===== config.mk =====
export PLATFORM = sky130hd
export DESIGN_NAME = mul_stall_controller_flat
export DESIGN_NICKNAME = d
export VERILOG_FILES = /design/src/rtl/alu_pkg.sv /design/src/rtl/mul_stall_controller_if.sv /design/src/rtl/mul_shift_add_dp.sv /design/src/rtl/mul_stall_controller.sv /design/src/flat_wrapper.sv
export SDC_FILE = /design/constraint.sdc
export NUM_CORES = 1
export LEC_CHECK = 0
export CAP_MARGIN = 20
export CORE_ASPECT_RATIO = 0.6
export CORE_MARGIN = 1.5
export CORE_UTILIZATION = 35
export CTS_CLUSTER_DIAMETER = 50
export CTS_CLUSTER_SIZE = 24
export DETAILED_ROUTE_END_ITERATION = 8
export PLACE_DENSITY = 0.6
export SETUP_SLACK_MARGIN = 0.05
export SLEW_MARGIN = 20
export SYNTH_ARGS = -nofsm -noshare
export SYNTH_HDL_FRONTEND = slang
export SYNTH_SLANG_ARGS = --single-unit
export TNS_END_PERCENT = 20

===== constraint.sdc =====
create_clock -name Clk -period 6.06 [get_ports Clk]
set_input_delay 1.818 -clock Clk [delete_from_list [all_inputs] [get_ports Clk]]
set_output_delay 1.818 -clock Clk [all_outputs]
set_load 0.03 [all_outputs]

===== src/rtl/alu_pkg.sv =====
// ALU control codes and multiply-sequencer state type shared across the EX stage.
package alu_pkg;

  localparam int MUL_WIDTH = 32;

  localparam logic [5:0] ALU_SLL = 6'b000000;
  localparam logic [5:0] ALU_SRL = 6'b000010;
  localparam logic [5:0] ALU_MUL = 6'b011000;
  localparam logic [5:0] ALU_ADD = 6'b100000;
  localparam logic [5:0] ALU_SUB = 6'b100010;
  localparam logic [5:0] ALU_AND = 6'b100100;
  localparam logic [5:0] ALU_OR  = 6'b100101;
  localparam logic [5:0] ALU_XOR = 6'b100110;
  localparam logic [5:0] ALU_NOR = 6'b100111;
  localparam logic [5:0] ALU_SLT = 6'b101010;

  typedef enum logic [1:0] {
    IDLE = 2'd0,
    RUN  = 2'd1,
    DONE = 2'd2
  } mul_state_t;

endpackage


===== src/rtl/mul_stall_controller_if.sv =====
// EX-stage view of the multiply sequencer: ID/EX operands in, stall and product out.
interface mul_stall_controller_if;
  import alu_pkg::*;

  logic                 ExValid;
  logic [5:0]           ALUControl;
  logic [MUL_WIDTH-1:0] A;
  logic [MUL_WIDTH-1:0] B;
  logic                 Stall;
  logic                 Busy;
  logic                 ResultValid;
  logic [MUL_WIDTH-1:0] Result;

  modport master (
    output ExValid, ALUControl, A, B,
    input  Stall, Busy, ResultValid, Result
  );

  modport slave (
    input  ExValid, ALUControl, A, B,
    output Stall, Busy, ResultValid, Result
  );

endinterface


===== src/rtl/mul_shift_add_dp.sv =====
// Shift-add multiply datapath: one partial product per step, low 32 bits kept.
module mul_shift_add_dp
  import alu_pkg::*;
(
  input  logic                 Clk,
  input  logic                 Reset,
  input  logic                 load,
  input  logic                 step,
  input  logic [MUL_WIDTH-1:0] a,
  input  logic [MUL_WIDTH-1:0] b,
  output logic [MUL_WIDTH-1:0] acc,
  output logic                 last,
  output logic                 mplier_zero
);

  logic [MUL_WIDTH-1:0] mcand;
  logic [MUL_WIDTH-1:0] mplier;
  logic [4:0]           count;

  always_ff @(posedge Clk) begin
    if (Reset) begin
      acc    <= '0;
      mcand  <= '0;
      mplier <= '0;
      count  <= '0;
    end else if (load) begin
      acc    <= '0;
      mcand  <= a;
      mplier <= b;
      count  <= '0;
    end else if (step) begin
      if (mplier[0]) begin
        acc <= acc + mcand;
      end
      mcand  <= mcand << 1;
      mplier <= mplier >> 1;
      count  <= count + 5'd1;
    end
  end

  assign last = (count == 5'd31);
  // Looks ahead: true when the multiplier will be zero after the current step.
  assign mplier_zero = (mplier[MUL_WIDTH-1:1] == '0);

endmodule


===== src/rtl/mul_stall_controller.sv =====
// Multi-cycle MUL sequencer for EX; freezes the front of the pipe while iterating.
// Optional MUL_EARLY_EXIT_EN ends the iteration once the remaining multiplier bits are zero.
//
// state | meaning
// IDLE  | waiting for a valid MUL in ID/EX; stalls combinationally on trigger
// RUN   | one shift-add step per cycle, pipeline frozen
// DONE  | product presented for one cycle while the pipeline releases
module mul_stall_controller
  import alu_pkg::*;
(
  input logic                   Clk,
  input logic                   Reset,
  mul_stall_controller_if.slave bus
);

  mul_state_t           state;
  mul_state_t           state_nxt;
  logic                 trigger;
  logic                 load;
  logic                 step;
  logic                 last;
  logic                 mplier_zero;
  logic                 busy_q;
  logic [MUL_WIDTH-1:0] acc;

  assign trigger = bus.ExValid && (bus.ALUControl == ALU_MUL);

  mul_shift_add_dp u_dp (
    .Clk         (Clk),
    .Reset       (Reset),
    .load        (load),
    .step        (step),
    .a           (bus.A),
    .b           (bus.B),
    .acc         (acc),
    .last        (last),
    .mplier_zero (mplier_zero)
  );

  always_ff @(posedge Clk) begin
    if (Reset) begin
      state  <= IDLE;
      busy_q <= 1'b0;
    end else begin
      state  <= state_nxt;
      busy_q <= (state_nxt == RUN);
    end
  end

  always_comb begin
    state_nxt       = state;
    load            = 1'b0;
    step            = 1'b0;
    bus.Stall       = 1'b0;
    bus.ResultValid = 1'b0;
    unique case (state)
      IDLE: begin
        bus.Stall = trigger;
        if (trigger) begin
          load = 1'b1;
`ifdef MUL_EARLY_EXIT_EN
          state_nxt = (bus.B == '0) ? DONE : RUN;
`else
          state_nxt = RUN;
`endif
        end
      end
      RUN: begin
        bus.Stall = 1'b1;
        step      = 1'b1;
`ifdef MUL_EARLY_EXIT_EN
        if (last || mplier_zero) begin
          state_nxt = DONE;
        end
`else
        if (last) begin
          state_nxt = DONE;
        end
`endif
      end
      // The MUL is still sitting in ID/EX here, so the trigger must not re-fire.
      DONE: begin
        bus.ResultValid = 1'b1;
        state_nxt       = IDLE;
      end
      default: begin
        state_nxt = IDLE;
      end
    endcase
  end

`ifndef MUL_EARLY_EXIT_EN
  logic unused_mplier_zero;
  assign unused_mplier_zero = mplier_zero;
`endif

  assign bus.Busy   = busy_q;
  assign bus.Result = acc;

endmodule


===== src/flat_wrapper.sv =====
// flat-port wrapper written by rule: the top's interface ports become plain ports
module mul_stall_controller_flat import alu_pkg::*;
  (Clk, Reset, bus_ExValid, bus_ALUControl, bus_A, bus_B, bus_Stall, bus_Busy, bus_ResultValid, bus_Result);
  mul_stall_controller_if bus_i ();
  input logic Clk;
  input logic Reset;
  input wire logic [$bits(bus_i.ExValid)-1:0] bus_ExValid;
  input wire logic [$bits(bus_i.ALUControl)-1:0] bus_ALUControl;
  input wire logic [$bits(bus_i.A)-1:0] bus_A;
  input wire logic [$bits(bus_i.B)-1:0] bus_B;
  output wire logic [$bits(bus_i.Stall)-1:0] bus_Stall;
  output wire logic [$bits(bus_i.Busy)-1:0] bus_Busy;
  output wire logic [$bits(bus_i.ResultValid)-1:0] bus_ResultValid;
  output wire logic [$bits(bus_i.Result)-1:0] bus_Result;
  assign bus_i.ExValid = bus_ExValid;
  assign bus_i.ALUControl = bus_ALUControl;
  assign bus_i.A = bus_A;
  assign bus_i.B = bus_B;
  assign bus_Stall = bus_i.Stall;
  assign bus_Busy = bus_i.Busy;
  assign bus_ResultValid = bus_i.ResultValid;
  assign bus_Result = bus_i.Result;
  mul_stall_controller u_core (.Clk(Clk), .Reset(Reset), .bus(bus_i));
endmodule

# Yosys cells after proc, flatten, opt, wreduce, memory -nomap -nowiden
# Cells that the tools add are included.
# word_totals
register_bits,104
inputBits,73
out_inout_bits,35
wordCells,30
# classes
add_sub_neg,2
n_eq_ne,5
muxes,12
n_reduce_logical,5
# op_table
op,n
32-bit 2-to-1 mux,4
32-bit adder,1
6-bit by 5-bit == test with 1-bit output (second input constant),1
5-bit by 1-bit adder with 5-bit output (second input constant),1
5-bit == test (second input constant),1
2-bit by 1-bit == test with 1-bit output (second input constant),2
1-bit 2-to-1 mux,4
2-bit 2-to-1 mux,2
2-bit one-hot mux with 2 select lines,1
2-bit == test (second input constant),1
2-bit logical NOT,1
1-bit one-hot mux with 2 select lines,1
2-bit AND reduction,1
2-bit nonzero test,1
2-bit OR reduction,1
1-bit logical AND,1

# Depth between registers and ports, before layout
# Gate-level depths: netlist of run 1.
# logic_depth
depth_word,5
ltp_mapped,10
depth_no_buf,10

# By module
# From an unflattened synthesis of run 1, not the netlist that was laid out.
# hier_totals
hier_cells,751
hier_area_um2,6023.3
# modules_own_cells
mod,instances,cells_each,area_each_um2,seq_area_each_um2
mul_shift_add_dp,1,736,5884.4,2021.9
mul_stall_controller,1,15,138.9,60.1

# Worst setup path after synthesis of run 1
# OpenSTA, ideal clock, no wires.
# synth_path
path_kind,in2out
start,input port bus_ALUControl[0]
end,output port bus_Stall
arrival_time_ns,3.121
required_ns,4.242
path_slack_ns,1.121
cell_stages,6
path_buffers,2
path_cell_list,nor4b_1 -> and4_1 -> clkbuf_1 -> nor2_1 -> clkbuf_1 -> inv_1
# synth_between
elab_chain_len,3
# synth_rtl
item,line,text
"start, declared",flat_wrapper.sv:8,input wire logic [$bits(bus_i.ALUControl)-1:0] bus_ALUControl;
6-bit by 5-bit == test with 1-bit output,mul_stall_controller.sv:26,assign trigger = bus.ExValid && (bus.ALUControl == ALU_MUL);
1-bit logical AND,mul_stall_controller.sv:26,
1-bit one-hot mux with 2 select lines,mul_stall_controller.sv:56,unique case (state)
"end, declared",flat_wrapper.sv:11,output wire logic [$bits(bus_i.Stall)-1:0] bus_Stall;
# No other way between the ends.

# Worst setup path in the final report of run 1
# layout_path
start,input port bus_ALUControl[2]
end,output port bus_Stall
# The elaborated chain is that of the path after synthesis.

==> results of run 1 <==
[cells in the final DEF, fill, tap and decap left out, types with 2 or more instances in the layout]
| master | Yosys | final |
|---|---|---|
| a211oi_1 | 7 | 7 |
| a211oi_2 | 2 | 2 |
| a21o_1 | 10 | 10 |
| a21oi_1 | 81 | 81 |
| a21oi_2 | 2 | 2 |
| a22oi_1 | 31 | 31 |
| a311oi_1 | 31 | 31 |
| a31oi_1 | 6 | 6 |
| a41oi_1 | 2 | 2 |
| and2_1 | 2 | 2 |
| and4_1 | 2 | 2 |
| buf_4 | 0 | 10 |
| bufinv_16 | 0 | 2 |
| clkbuf_16 | 0 | 9 |
| clkdlybuf4s50_1 | 0 | 105 |
| clkinvlp_4 | 0 | 2 |
| dfxtp_1 | 104 | 104 |
| ha_1 | 33 | 33 |
| inv_1 | 11 | 11 |
| mux2i_1 | 3 | 3 |
| nand2_1 | 162 | 162 |
| nand2b_1 | 5 | 5 |
| nand3_1 | 17 | 17 |
| nand4_1 | 9 | 9 |
| nand4b_1 | 2 | 2 |
| nor2_1 | 58 | 57 |
| nor2b_1 | 4 | 3 |
| nor3_1 | 4 | 4 |
| o211ai_1 | 4 | 4 |
| o21a_1 | 5 | 5 |
| o21ai_0 | 16 | 16 |
| o21ai_1 | 5 | 5 |
| o21bai_1 | 4 | 4 |
| o22ai_1 | 2 | 2 |
| or3_1 | 5 | 5 |
| or4_1 | 3 | 3 |
| xnor2_1 | 13 | 13 |
| xor2_1 | 10 | 10 |
[cell families after synthesis]
logic type / Yosys count
AOI/OAI and AO/OA: 222
xor gates and xnor gates: 23
adders and majority gates: 34
buffers and inverters: 64
DFF: 104
muxes: 3
and+or+nand+nor: 279
[layer usage]
metal,global-route usage,vias to the layer above
met5,0,-
met4,0.0568,2
met3,0.0422,19
met2,0.279,159
met1,0.280,2555
li1,-,2756
[synthesized netlist by cell type (5+ instances only)]
library cell / n / area share
a211oi_1: 7 / 0.0092
a21o_1: 10 / 0.013
a21oi_1: 81 / 0.071
a22oi_1: 31 / 0.041
a311oi_1: 31 / 0.048
a31oi_1: 6 / 0.0066
clkbuf_1: 46 / 0.030
dfxtp_1: 104 / 0.36
ha_1: 33 / 0.072
inv_1: 11 / 0.0072
nand2_1: 162 / 0.11
nand2b_1: 5 / 0.0055
nand3_1: 17 / 0.015
nand4_1: 9 / 0.0099
nor2_1: 58 / 0.038
o21a_1: 5 / 0.0066
o21ai_0: 16 / 0.014
o21ai_1: 5 / 0.0044
or3_1: 5 / 0.0055
xnor2_1: 13 / 0.020
xor2_1: 10 / 0.015
[critical path, stage by stage]
cell	delay [ps]
clkdlybuf4s50_1	420
nor4b_1	380
and4_1	290
nor2_2	50
inv_1	50
buf_4	150
[cell type report]
class                           count  share of cell area
Multi-Input combinational cell    561               0.468
Sequential cell                   104               0.289
Timing Repair Buffer              116               0.157
Tap cell                          203              0.0353
Clock buffer                       10              0.0318
Clock inverter                      6              0.0129
Inverter                           11             0.00573
[report_power, final]
group	internal [mW]	total [mW]	leakage [nW]	switching (mW)
registers	0.685	0.688	0.838	0.00207
logic	0.0462	0.0767	1.65	0.0304
clock network	0.365	0.630	0.149	0.266
[flip-flops by register name (all words and copies together), names as in the netlist]
| register | count |
|---|---|
| u_core.state | 2 |
| u_core.u_dp.mplier | 32 |
| u_core.u_dp.count | 5 |
| u_core.u_dp.acc | 32 |
| u_core.bus.Busy | 1 |
| u_core.u_dp.mcand | 32 |
[path summary, 6_finish.rpt]
check / start / end / slack, ps / depth (start not counted)
worst max-delay path: bus_ALUControl[2] / bus_Stall / 1090 / 6
worst min-delay path: u_core.u_dp.mplier[19]$_SDFFE_PP0N_ / u_core.u_dp.mplier[19]$_SDFFE_PP0N_ / 460 / 2
worst max register to register: u_core.u_dp.acc[0]$_SDFFE_PP0P_ / u_core.u_dp.acc[26]$_SDFFE_PP0P_ / 3130 / 10
worst min register to register: u_core.u_dp.mplier[19]$_SDFFE_PP0N_ / u_core.u_dp.mplier[19]$_SDFFE_PP0N_ / 460 / 2
==> results.sh, run 1 <==
export IMPL_status="complete, no violations"
export IMPL_htreeDepth=3
export IMPL_wl_met3_um=873
export IMPL_fin_crit_sh=0.820
export IMPL_grt_usage=0.191
export IMPL_viasPerCell=5.43
export IMPL_setup_viol=0
export IMPL_rows=35
export IMPL_synthDistinctLibCells=58
export IMPL_drt_pass1_iter_count=5
export IMPL_synthArstFlopShare=0
export IMPL_postCtsSetupBuffers=0
export IMPL_crit_fanout=2
export IMPL_synth_xor_area_frac=0.0353
export IMPL_drtIter0Drc=369
export IMPL_cts_buffers_inserted=9
export IMPL_cp_required_ps=4240
export IMPL_synth_edff_count=0
export IMPL_multi_input_area_sq_um=3370
export IMPL_arrival_ps=3150
export IMPL_fp_dieArea_sq_um=17100
export IMPL_synth_flop_cell="dfxtp_1"
export IMPL_hpwl_um=11400
export IMPL_core_area_sq_um=15600
export IMPL_critPathKind="primary input to output pin"
export IMPL_grt_max_degree=71
export IMPL_cts_resized_gates=0
export IMPL_wire_per_inst_um=16.0
export IMPL_area_growth_pct=26.3
export IMPL_ctsHoldBuffers=0
export IMPL_cts_sinks=104
export IMPL_power_total_mw=1.39
export IMPL_hold_path_class="flip-flop to flip-flop"
export IMPL_ir_worst_vdd_uv=131
export IMPL_yosysWarnings=0
export IMPL_grt_pass1_vias=5172
export IMPL_start_util=0.365
export IMPL_port_buffers=107
export IMPL_maxCapViolations=0
export IMPL_tightest_slew_ps=972
export IMPL_hold_violations=0
export IMPL_tritoncts="built"
export IMPL_synth_simple_gate_area_frac=0.208
export IMPL_synthMuxAreaShare=0.00526
export IMPL_synth_top_family_by_area="compound AO/OA/AOI/OAI gates"
export IMPL_syn_area_per_cell_sq_um=7.82
export IMPL_dieHeight_um=102
export IMPL_utilization=0.461
export IMPL_regArea_sq_um=2080
export IMPL_clk_insertion_delay_late_ps=350
export IMPL_fin_area_sq_um=7200
export IMPL_netlist_area_sq_um=5700
export IMPL_grt_pass1_wl_um=26200
export IMPL_yosysSeqAreaShare=0.365
export IMPL_hold_slack_ps=459
export IMPL_synthesis_nets=836
export IMPL_critical_path_startpoint_type="primary input"
export IMPL_layout_cells_non_filler=1011
export IMPL_slew_viol_final=0
export IMPL_tns_ps=0
export IMPL_vias=5491
export IMPL_max_freq_mhz=201
export IMPL_top_layer="met5"
export IMPL_synth_adder_area_share=0.0759
export IMPL_fin_skew_ps=6.50
export IMPL_cts_root_buf="clkbuf_16"
export IMPL_die_width_um=168
export IMPL_synth_compound_area_frac=0.265
export IMPL_power_leakage_nw=2.64
export IMPL_layout_drive_gt1_share=0.0470
export IMPL_finalWirelength_um=16100
export IMPL_setup_ws_ps=1090
export IMPL_cts_max_path_buffers=2
export IMPL_antenna_found_initial=1
export IMPL_n_antenna_cell=0
export IMPL_maxSlewHeadroom=0.350
export IMPL_route_met2_wl_um=6530
export IMPL_gp_congestion=0.852
export IMPL_nets=910
export IMPL_overflow=0
export IMPL_powerDensity_nw_per_um2=194
export IMPL_wl_met1_um=8550
export IMPL_dp_cells=995
export IMPL_route_detailed_drc=0
export IMPL_dpl_cell_area_sq_um=6880
export IMPL_period_needed_ps=4970
export IMPL_crit_path_end_kind="output pin"
export IMPL_ys_ff_latch=104
export IMPL_io_pins=108
export IMPL_synthCells=729
export IMPL_nFillCells=1513
export IMPL_place_ws_ps=1090
export IMPL_rsz0062_at_grt="false"
export IMPL_clk_pin_slew_ps=70
export IMPL_drtAntennaViolNets=0
(Power assumes the default switching activity.)
==> inputs of run 2 (changes only) <==
Settings changed: PLACE_DENSITY 0.6 to 0.63.
Clock period 6.06 ns to 4.5 ns, I/O delays scaled along.
==> results.sh, run 2 (same netlist as run 1, synthesis figures left out) <==
export IMPL_drtAntennaViolNets=0
export IMPL_cts_root_buf="clkbuf_16"
export IMPL_tritoncts="built"
export IMPL_hold_path_class="flip-flop to flip-flop"
export IMPL_route_detailed_drc=0
export IMPL_cts_sinks=104
export IMPL_rows=35
export IMPL_arrival_ps=2630
export IMPL_hpwl_um=10900
export IMPL_status="complete, no violations"
export IMPL_layout_drive_gt1_share=0.0470
export IMPL_maxSlewHeadroom=0.349
export IMPL_gp_congestion=0.831
export IMPL_power_switching_mw=0.388
export IMPL_area_growth_pct=25.8
export IMPL_port_buffers=107
export IMPL_vias=5450
export IMPL_crit_fanout=2
export IMPL_grt_usage=0.183
export IMPL_grt_pass1_vias=4783
export IMPL_grt_pass1_wl_um=25000
export IMPL_drtIter0Drc=352
export IMPL_overflow=0
export IMPL_slew_viol_final=0
export IMPL_wire_per_inst_um=15.3
export IMPL_cp_required_ps=3150
export IMPL_critPathKind="primary input to output pin"
export IMPL_n_antenna_cell=0
export IMPL_final_cell_mix="nand2_1, clkdlybuf4s50_1, dfxtp_1"
export IMPL_power_total_mw=1.80
export IMPL_io_pins=108
export IMPL_htreeDepth=3
export IMPL_cts_max_path_buffers=2
export IMPL_hold_violations=0
export IMPL_finalWirelength_um=15400
export IMPL_place_ws_ps=520
export IMPL_powerDensity_nw_per_um2=251
export IMPL_reg_top3="u_core.u_dp.acc (32), u_core.u_dp.mcand (32), u_core.u_dp.mplier (32)"
export IMPL_clockPowerShare=0.429
export IMPL_clk_pin_slew_ps=70
export IMPL_grt_max_degree=71
export IMPL_postCtsSetupBuffers=0
export IMPL_tns_ps=0
export IMPL_maxCapViolations=0
export IMPL_tightest_slew_ps=972
export IMPL_core_area_sq_um=15600
export IMPL_critical_path_startpoint_type="primary input"
export IMPL_max_freq_mhz=251
export IMPL_power_leakage_nw=2.63
export IMPL_crit_path_end_kind="output pin"
export IMPL_viasPerCell=5.39
export IMPL_setup_viol=0
export IMPL_final_common_cell="nand2_1"
export IMPL_die_width_um=168
export IMPL_p_int_mw=1.42
export IMPL_fp_dieArea_sq_um=17100
export IMPL_fin_skew_ps=8.46
export IMPL_cts_buffers_inserted=9
export IMPL_period_needed_ps=3980
export IMPL_clk_insertion_delay_late_ps=350
export IMPL_layout_cells_non_filler=1011
export IMPL_setup_ws_ps=517
export IMPL_start_util=0.365
export IMPL_comb_power_share=0.057
export IMPL_cts_resized_gates=0
export IMPL_ctsHoldBuffers=0
export IMPL_dp_cells=996
export IMPL_fin_crit_sh=0.885
export IMPL_drt_pass1_iter_count=5
export IMPL_switching_share=0.215
export IMPL_antenna_found_initial=0
export IMPL_p_seq_frac=0.513
export IMPL_nets=911
export IMPL_rsz0062_at_grt="false"
export IMPL_ir_worst_vdd_uv=171
export IMPL_dieHeight_um=102
==> run 2: cell count changes in the layout (fill, tap and decap cells not counted), sizes merged <==
cell	change
clkinvlp	-2
buf	+1
bufinv	-1
clkinv	+2
==> run 2: final timing paths <==
path | cells past startpoint | end | start | slack (ps)
worst max register to register | 10 | u_core.u_dp.acc[26]$_SDFFE_PP0P_ | u_core.u_dp.acc[0]$_SDFFE_PP0P_ | 1570
worst min-delay path | 2 | u_core.u_dp.mplier[6]$_SDFFE_PP0N_ | u_core.u_dp.mplier[6]$_SDFFE_PP0N_ | 450
worst min register to register | 2 | u_core.u_dp.mplier[6]$_SDFFE_PP0N_ | u_core.u_dp.mplier[6]$_SDFFE_PP0N_ | 450
worst max-delay path | 6 | bus_Stall | bus_ALUControl[0] | 520
==> run 2: cell type report <==
class                           count  area [sq um]
Fill cell                        1574          8460
Clock inverter                      5          57.6
Tap cell                          203           254
Timing Repair Buffer              117          1140
Multi-Input combinational cell    561          3370
Inverter                           11          41.3
Clock buffer                       10           229
Sequential cell                   104          2080
==> run 2: metal layers <==
layer / vias to the layer above / global-route usage / share of wire
met5: - / 0 / 0
met4: 0 / 0.0353 / 0.0083
met3: 11 / 0.0383 / 0.057
met2: 152 / 0.250 / 0.39
met1: 2526 / 0.289 / 0.55
li1: 2761 / - / -
==> run 2: power by group through the flow <==
stage | Sequential [mW] | Clock [mW] | Combinational (mW)
after floorplan | 0.947 | 0 | 0.0296
after global placement | 0.947 | 0 | 0.103
after detailed placement | 0.947 | 0 | 0.104
after CTS | 0.926 | 0.790 | 0.104
after global routing | 0.926 | 0.836 | 0.111
final | 0.926 | 0.774 | 0.104
==> run 2: worst max-delay path, stage by stage <==
cell             delay (ps)
clkdlybuf4s50_1         400
nor4b_1                 360
and4_1                  290
nor2_2                   50
inv_1                    40
buf_4                   140
==> run 2: stage by stage <==
stage / utilization / instance area (sq um) / hold WS, ps
6_report: 0.459 / 7170 / 455
3_5_place_dp: 0.441 / 6890 / 448
4_1_cts: 0.459 / 7170 / 458
5_1_grt: 0.459 / 7170 / 477
3_3_place_gp: 0.441 / 6890 / 443
2_1_floorplan: - / 5700 / 437
